[config.mk]
export PLATFORM = sky130hd
export DESIGN_NAME = sync_ctr_ctrl_flat
export DESIGN_NICKNAME = d
export VERILOG_FILES = /design/src/rtl/sync_ctr_ctrl_pkg.sv /design/src/rtl/sync_ctr_ctrl_if.sv /design/src/rtl/sync_ctr_ctrl_ctr_reg.sv /design/src/rtl/sync_ctr_ctrl.sv /design/src/flat_wrapper.sv
export SDC_FILE = /design/constraint.sdc
export NUM_CORES = 1
export LEC_CHECK = 0
export BUFFER_PORTS_ARGS = -buffer_cell sky130_fd_sc_hd__buf_2
export CAP_MARGIN = 20
export CORE_AREA = 2 2 39 41
export DETAILED_ROUTE_END_ITERATION = 10
export DIE_AREA = 0 0 41 43
export HOLD_SLACK_MARGIN = 0.15
export PLACE_DENSITY_LB_ADDON = 0.12
export SLEW_MARGIN = 20
export SYNTH_ARGS = -nofsm -noshare
export SYNTH_HDL_FRONTEND = slang
export SYNTH_SLANG_ARGS = --single-unit
[constraint.sdc]
create_clock -name clk -period 5.5 [get_ports clk]
set_input_delay 0 -clock clk [delete_from_list [all_inputs] [get_ports clk]]
set_output_delay 0 -clock clk [all_outputs]
set_load 0.01 [all_outputs]
[src/rtl/sync_ctr_ctrl_pkg.sv]
// Shared definitions for the synchronous counter sequencer: default width,
// 2-bit state encodings and the next-count source select.
package sync_ctr_ctrl_pkg;

    localparam int CTR_WIDTH_DEFAULT = 4;

    localparam logic [1:0] CTR_IDLE = 2'b00;
    localparam logic [1:0] CTR_LOAD = 2'b01;
    localparam logic [1:0] CTR_RUN  = 2'b10;
    localparam logic [1:0] CTR_DONE = 2'b11;

    typedef enum logic [1:0] {
        SEL_HOLD = 2'b00,
        SEL_LOAD = 2'b01,
        SEL_INCR = 2'b10
    } count_sel_e;

endpackage

[src/rtl/sync_ctr_ctrl_if.sv]
// Control/status bundle between top-level control (master) and the counter
// sequencer (slave).
interface sync_ctr_ctrl_if
    import sync_ctr_ctrl_pkg::*;
#(
    parameter int WIDTH = CTR_WIDTH_DEFAULT
);

    logic             start;
    logic             stop;
    logic [WIDTH-1:0] load_val;
    logic [WIDTH-1:0] target;
    logic [WIDTH-1:0] count;
    logic             busy;
    logic             done;

    modport master (
        output start, stop, load_val, target,
        input  count, busy, done
    );

    modport slave (
        input  start, stop, load_val, target,
        output count, busy, done
    );

endinterface

[src/rtl/sync_ctr_ctrl_ctr_reg.sv]
// WIDTH-bit rising-edge register bank with asynchronous active-high clear;
// used for both the counter value and the FSM state.
module ctr_reg
    import sync_ctr_ctrl_pkg::*;
#(
    parameter int WIDTH = CTR_WIDTH_DEFAULT
) (
    input  logic             clk,
    input  logic             clear,
    input  logic [WIDTH-1:0] d,
    output logic [WIDTH-1:0] q
);

    logic [WIDTH-1:0] data_q;

    // NOTE: sequential state uses non-blocking assignments so every flop
    // samples its D before any of them update on the same edge.
    always_ff @(posedge clk or posedge clear) begin
        if (clear) begin
            data_q <= '0;
        end else begin
            data_q <= d;
        end
    end

    assign q = data_q;

endmodule

[src/rtl/sync_ctr_ctrl.sv]
// Counter sequencer: IDLE -> LOAD -> RUN -> DONE, counting up to target.
// Define CTR_AUTORELOAD_EN for free-running mode (DONE returns to LOAD).
module sync_ctr_ctrl
    import sync_ctr_ctrl_pkg::*;
#(
    parameter int WIDTH = CTR_WIDTH_DEFAULT
) (
    input  logic              clk,
    input  logic              clear,
    sync_ctr_ctrl_if.slave    bus
);

    logic [1:0]       state_d;
    logic [1:0]       state_q;
    logic [WIDTH-1:0] count_d;
    logic [WIDTH-1:0] count_q;
    count_sel_e       count_sel;
    logic             at_target;

    assign at_target = (count_q == bus.target);

    // NOTE: every combinational output gets a default first, so no path
    // leaves a signal unassigned and no latch is inferred.
    always_comb begin
        state_d   = state_q;
        count_sel = SEL_HOLD;
        case (state_q)
            CTR_IDLE: begin
                if (bus.start) begin
                    state_d = CTR_LOAD;
                end
            end
            CTR_LOAD: begin
                count_sel = SEL_LOAD;
                state_d   = CTR_RUN;
            end
            CTR_RUN: begin
                // stop outranks the terminal compare, so an abort never pulses done
                if (bus.stop) begin
                    state_d = CTR_IDLE;
                end else if (at_target) begin
                    state_d = CTR_DONE;
                end else begin
                    count_sel = SEL_INCR;
                end
            end
            CTR_DONE: begin
`ifdef CTR_AUTORELOAD_EN
                state_d = CTR_LOAD;
`else
                state_d = CTR_IDLE;
`endif
            end
            default: begin
                state_d = CTR_IDLE;
            end
        endcase
    end

    always_comb begin
        count_d = count_q;
        case (count_sel)
            SEL_LOAD: count_d = bus.load_val;
            SEL_INCR: count_d = count_q + WIDTH'(1);
            default:  count_d = count_q;
        endcase
    end

    ctr_reg #(.WIDTH(2)) u_state_reg (
        .clk   (clk),
        .clear (clear),
        .d     (state_d),
        .q     (state_q)
    );

    ctr_reg #(.WIDTH(WIDTH)) u_count_reg (
        .clk   (clk),
        .clear (clear),
        .d     (count_d),
        .q     (count_q)
    );

    assign bus.count = count_q;
    assign bus.busy  = (state_q == CTR_LOAD) || (state_q == CTR_RUN);
    assign bus.done  = (state_q == CTR_DONE);

endmodule

[src/flat_wrapper.sv]
// flat-port wrapper written by rule: the top's interface ports become plain ports
module sync_ctr_ctrl_flat import sync_ctr_ctrl_pkg::*;
#(
    parameter int WIDTH = CTR_WIDTH_DEFAULT
)
  (clk, clear, bus_start, bus_stop, bus_load_val, bus_target, bus_count, bus_busy, bus_done);
  sync_ctr_ctrl_if #(.WIDTH(WIDTH)) bus_i ();
  input  logic clk;
  input  logic clear;
  input wire logic [$bits(bus_i.start)-1:0] bus_start;
  input wire logic [$bits(bus_i.stop)-1:0] bus_stop;
  input wire logic [$bits(bus_i.load_val)-1:0] bus_load_val;
  input wire logic [$bits(bus_i.target)-1:0] bus_target;
  output wire logic [$bits(bus_i.count)-1:0] bus_count;
  output wire logic [$bits(bus_i.busy)-1:0] bus_busy;
  output wire logic [$bits(bus_i.done)-1:0] bus_done;
  assign bus_i.start = bus_start;
  assign bus_i.stop = bus_stop;
  assign bus_i.load_val = bus_load_val;
  assign bus_i.target = bus_target;
  assign bus_count = bus_i.count;
  assign bus_busy = bus_i.busy;
  assign bus_done = bus_i.done;
  sync_ctr_ctrl #(.WIDTH(WIDTH)) u_core (.clk(clk), .clear(clear), .bus(bus_i));
endmodule
After elaboration in Yosys (flattened, before gate mapping)
Cells that the tools add are included.
{"block": "totals", "word_cells": 23, "inputBits": 12, "out_inout_bits": 6, "register_bits": 6}
{"block": "op_classes", "add_sub_neg": 1, "reduce_logical": 4, "mux": 8, "eq_ne": 8}
{"operator": "2-bit two-way mux", "n": 5}
{"operator": "2-bit case mux with 4 select lines", "n": 1}
{"operator": "4-bit case mux with 2 select lines", "n": 1}
{"operator": "2-bit == test, second input constant", "n": 3}
{"operator": "4-bit by 1-bit adder with 4-bit output, second input constant", "n": 1}
{"operator": "2-bit by 1-bit == test with 1-bit output, second input constant", "n": 2}
{"operator": "4-bit == test", "n": 1}
{"operator": "2-bit case mux with 2 select lines", "n": 1}
{"operator": "3-bit by 2-bit != test with 1-bit output, second input constant", "n": 1}
{"operator": "2-bit zero test", "n": 1}
{"operator": "2-bit != test, second input constant", "n": 1}
{"operator": "2-bit AND reduction", "n": 1}
{"operator": "2-bit nonzero test", "n": 1}
{"operator": "1-bit logical OR", "n": 1}

Depth between registers and ports, before layout
{"block": "logic_depth", "word_depth": 6, "ltp_mapped": 9, "ltp_nobuf": 8}

By module
A second synthesis with hierarchy kept.
{"block": "unflattened", "cells_unflattened": 46, "hier_area_um2": 460.4}
{"mod": "sync_ctr_ctrl", "instances": 1, "cells_each": 38, "seq_area_each_um2": 0.0, "area_each_um2": 302.8}
{"mod": "ctr_reg (u_core.u_count_reg)", "instances": 1, "cells_each": 5, "seq_area_each_um2": 100.1, "area_each_um2": 103.8}
{"mod": "ctr_reg (u_core.u_state_reg)", "instances": 1, "cells_each": 3, "seq_area_each_um2": 50.0, "area_each_um2": 53.8}

Worst setup path before layout
Ideal clock, no wire load.
{"block": "synth_path", "path_kind": "reg2reg", "start": "reg u_core.u_state_reg.data_q[0] (netlist: u_core.u_state_reg.q[0])", "end": "reg u_core.u_count_reg.data_q[3] (netlist: u_core.u_count_reg.q[3])", "path_buffers": 1, "stages_incl_launch_ff": 10, "required_time_ns": 5.379, "setup_time_ns": 0.121, "arrival_time_ns": 1.743, "synth_period_minus_slack_ns": 1.864, "setup_slack_ns": 3.636, "cell_sequence": "dfrtp_1 inv_1 ha_1 nor2b_1 and3_2 ha_1 buf_2 nand2_1 o22a_1 o22a_1"}
{"block": "synth_via", "elab_chain_len": 4, "word_cells_on_any_way": 7, "cone_classes": "eq/ne: 4; mux: 2; reduce/logical: 1"}
{"item": "start, declared", "line": "sync_ctr_ctrl_ctr_reg.sv:14", "rtl": "logic [WIDTH-1:0] data_q;"}
{"item": "start signal, assigned", "line": "sync_ctr_ctrl_ctr_reg.sv:20", "rtl": "data_q <= '0;"}
{"item": "start signal, assigned", "line": "sync_ctr_ctrl_ctr_reg.sv:22", "rtl": "data_q <= d;"}
{"item": "2-bit == test or 2-bit by 1-bit == test with 1-bit output (tied branches)", "line": "sync_ctr_ctrl.sv:27", "rtl": "case (state_q)"}
{"item": "2-bit case mux with 2 select lines *", "line": "sync_ctr_ctrl.sv:27"}
{"item": "2-bit == test or 2-bit by 1-bit == test with 1-bit output (tied branches)", "line": "sync_ctr_ctrl.sv:62", "rtl": "case (count_sel)"}
{"item": "4-bit case mux with 2 select lines or 2-bit nonzero test (tied branches)"}
{"item": "end signal, assigned", "line": "sync_ctr_ctrl_ctr_reg.sv:20"}
{"item": "end signal, assigned", "line": "sync_ctr_ctrl_ctr_reg.sv:22"}
{"item": "end, declared", "line": "sync_ctr_ctrl_ctr_reg.sv:14"}
Mark *: on every way between the ends. The rest lies on a longest branch, timed or not.
A chain may end at the register's enable or synchronous reset.

Final worst setup path
Same ends and word-level chain as after synthesis.

==> impl_metrics.toml <==
[synth]
post_synthesis_register_bit_count = 6
asyncSetResetFlopFracSynth_pct = 100
proportion_of_synthesized_chip_area_in_sequential_cells_pct = 33.1
synth-main-ff-cell = "sky130_fd_sc_hd__dfrtp_1"
synthesis.instances = 47
syn_avg_cell_area_sq_um = 9.66
synth.distinct_cells = 23
dominant_cells_by_area_after_synthesis = "sky130_fd_sc_hd__dfrtp_1 33%, sky130_fd_sc_hd__ha_1 17%, sky130_fd_sc_hd__mux2i_1 6.6%"
synth_area_sq_um = 454
synth_largest_type_area_fraction_pct = 33.1
synthesis.yosys.warnings = 0
netlist_top_cells_count = "6 x sky130_fd_sc_hd__dfrtp_1, 6 x sky130_fd_sc_hd__ha_1, 6 x sky130_fd_sc_hd__inv_1"
synth-edff-count = 0
yosys.area.top_type = "sky130_fd_sc_hd__dfrtp_1"
synth_nets = 65

[sta]
tightestPinTransition_ps = 314
final_critical_path_setup_slack_ps = 3440
max-slew-margin-rel_pct = 79.0
final.hold.worst_slack_ps = 166
timing_hold_violations_final = 0
max_freq_mhz = 486
post-route-min-period_ps = 2060
report.final.setup_viol = 0
finClkSkew_ps = 2.52
unrepaired_setup_endpoints_after_global_routing = "no"
final_min_period_over_clock_period_pct = 37.4
finalMaxSlewViolations = 0
setup-tns-final_ps = 0

[detailed_routing]
detail_route.vias_per_cell = 4.60
drc = 0
router_iterations_before_antenna_repair = 1
dr_total_vias = 396
drt_iter0_drc = 0
avgRoutedWirePerCell_um = 9.76
postRouteAntennaNets = 0
detail_route.wirelength_um = 839

[worst_setup_path]
critical_path_required_ps = 5630
crit_type = "reg2reg"
endpoint_kind = "flip-flop"
arrival_ps = 2180
crit_path_max_fanout = 8
worst_setup_path_start_kind = "flip-flop"

[floorplanning]
std_cell_rows = 14
design.die.area_sq_um = 1760
core_area_sq_um = 1380
floorplan.initialDensity_pct = 32.8
num_io_pins = 18
die_w_um = 41
die-height_um = 43

[place]
place_hpwl_um = 689
port_buffers = 17
preCtsSetupSlack_ps = 3450
routabilityCongestion = 0.610

[cts]
cts_htree_levels = 1
postCtsResizedCells = 0
clock_tree_from_tritoncts = "yes"
tritoncts.num_buffers = 3
cts.reportedPaths.clkPinSlew_ps = 40
clock_insertion_delay_worst_skew_ps = 240
cts_max_path_buffers = 2
cts.sinks = 6
root_buffer = "sky130_fd_sc_hd__clkbuf_4"

[pwr]
p_int_w = 0.000180
combinationalPowerShare_pct = 55.8
cellPowerDensity_nw_per_um2 = 498
clkPwrFrac_pct = 12.8
p_sw_w = 0.000130
swShare_pct = 42.0
ir_worst_vdd_mv = 0.205
p_leak_nw = 0.307
seqPwrFrac_pct = 31.4

[cells_and_area]
syn2layout_area_growth_pct = 37.2
antennaDiodeCount = 0
fillerInstances = 149
fraction_of_layout_cells_with_a_size_suffix_above_1_pct = 32.9
fin_nets = 90

[job]
maxCapViolCount = 0

[global_route]
grt_total_usage_pct = 11.4
globalRoute.totalOverflow = 0
pin_count_of_the_biggest_net_entering_global_routing = 9
grt_first_pass_wirelength_mm = 1.32
first_global_vias = 332
antenna_found_initial = 0

[run_status]
outcome = "finished, final reports clean"

[worst_hold_path]
holdCritPathClass = "in2reg"
layout by cell type (no fill, tap or decap):
cell type	instances
sky130_fd_sc_hd__a31oi_1	2
sky130_fd_sc_hd__nand3_1	1
sky130_fd_sc_hd__and3_2	1
sky130_fd_sc_hd__xnor2_1	3
sky130_fd_sc_hd__dfrtp_1	6
sky130_fd_sc_hd__inv_1	6
sky130_fd_sc_hd__o21ai_0	1
sky130_fd_sc_hd__nand2b_1	1
sky130_fd_sc_hd__nand4_1	1
sky130_fd_sc_hd__nor3b_1	1
sky130_fd_sc_hd__xnor2_2	1
sky130_fd_sc_hd__o22ai_1	1
sky130_fd_sc_hd__nor2_1	1
sky130_fd_sc_hd__clkbuf_4	3
sky130_fd_sc_hd__a21oi_1	3
sky130_fd_sc_hd__buf_2	17
sky130_fd_sc_hd__o22a_2	1
sky130_fd_sc_hd__o22a_1	2
sky130_fd_sc_hd__dlygate4sd3_1	5
sky130_fd_sc_hd__nand2_1	2
sky130_fd_sc_hd__a311oi_1	1
sky130_fd_sc_hd__nor2b_1	1
sky130_fd_sc_hd__mux2i_1	3
sky130_fd_sc_hd__ha_1	6
worst paths after layout:
path	startpoint	to	slack, ps	depth (start not counted)
max	u_core.u_state_reg.q[0]$_DFFE_PP0P_	u_core.u_count_reg.q[3]$_DFFE_PP0P_	3440	8
min	bus_target[1]	u_core.u_state_reg.q[0]$_DFFE_PP0P_	170	4
max reg2reg	u_core.u_state_reg.q[0]$_DFFE_PP0P_	u_core.u_count_reg.q[3]$_DFFE_PP0P_	3440	8
min reg2reg	u_core.u_count_reg.q[1]$_DFFE_PP0P_	u_core.u_count_reg.q[1]$_DFFE_PP0P_	580	2
max in group asynchronous	clear	u_core.u_state_reg.q[1]$_DFFE_PP0P_	5080	3
min in group asynchronous	clear	u_core.u_count_reg.q[3]$_DFFE_PP0P_	220	3
cell type report:
class,instances,area [sq um],share of cell area (%)
Timing Repair Buffer,22,135,21.7
Multi-Input combinational cell,33,273,43.8
Tap cell,16,20.0,3.21
Sequential cell,6,150,24.1
Inverter,6,22.5,3.61
Clock buffer,3,22.5,3.61
what timing repair did:
action                    CTS  global route
hold endpoints to repair   10             0
hold buffers                5             0
setup buffers               0             0
logic make-up after synthesis:
logic type / after synthesis / share of synthesized area [%]
compound gates: 11 / 16.5
xor+xnor: 4 / 9.37
fa+ha+maj: 6 / 16.5
buf+inv: 8 / 6.88
flops: 6 / 33.1
mux: 3 / 6.61
simple gates: 9 / 11.0
stage by stage:
step                util, %  instance area, sq um  power [W]  std cells
floorplan                 -                   454   0.000223         47
global placement       39.8                   551   0.000275         78
detailed placement     39.8                   551   0.000274         78
CTS                    45.0                   623   0.000318         86
global route           45.0                   623   0.000344         86
finish                 45.0                   623   0.000311         86
layer usage:
metal | part of all wire, % | vias to the layer above | global-route usage (%)
met1 | 47 | 172 | 15.5
met3 | 5.8 | 4 | 2.09
met4 | 3.2 | 0 | 10.0
met2 | 43 | 11 | 14.7
li1 | - | 209 | -
met5 | 0 | - | 0
registers in the layout, indices dropped and copies added (netlist names):
register              cells
u_core.u_state_reg.q      2
u_core.u_count_reg.q      4
power by group through the flow:
| stage | clock network [W] | registers, W | logic [W] |
|---|---|---|---|
| 2_1_floorplan | 0 | 0.000100 | 0.000123 |
| 3_3_place_gp | 0 | 0.0000999 | 0.000176 |
| 3_5_place_dp | 0 | 0.0000991 | 0.000174 |
| 4_1_cts | 0.0000417 | 0.0000983 | 0.000178 |
| 5_1_grt | 0.0000444 | 0.000102 | 0.000198 |
| 6_report | 0.0000397 | 0.0000976 | 0.000173 |
critical path, stage by stage, from the launching register on:
cell and delay [ps]:
sky130_fd_sc_hd__dfrtp_1 420, sky130_fd_sc_hd__inv_1 120, sky130_fd_sc_hd__ha_1 140, sky130_fd_sc_hd__nor2b_1 280, sky130_fd_sc_hd__and3_2 220, sky130_fd_sc_hd__ha_1 330
sky130_fd_sc_hd__nand2_1 90, sky130_fd_sc_hd__o22a_1 160, sky130_fd_sc_hd__o22a_1 190
(Power assumes the default switching activity.)
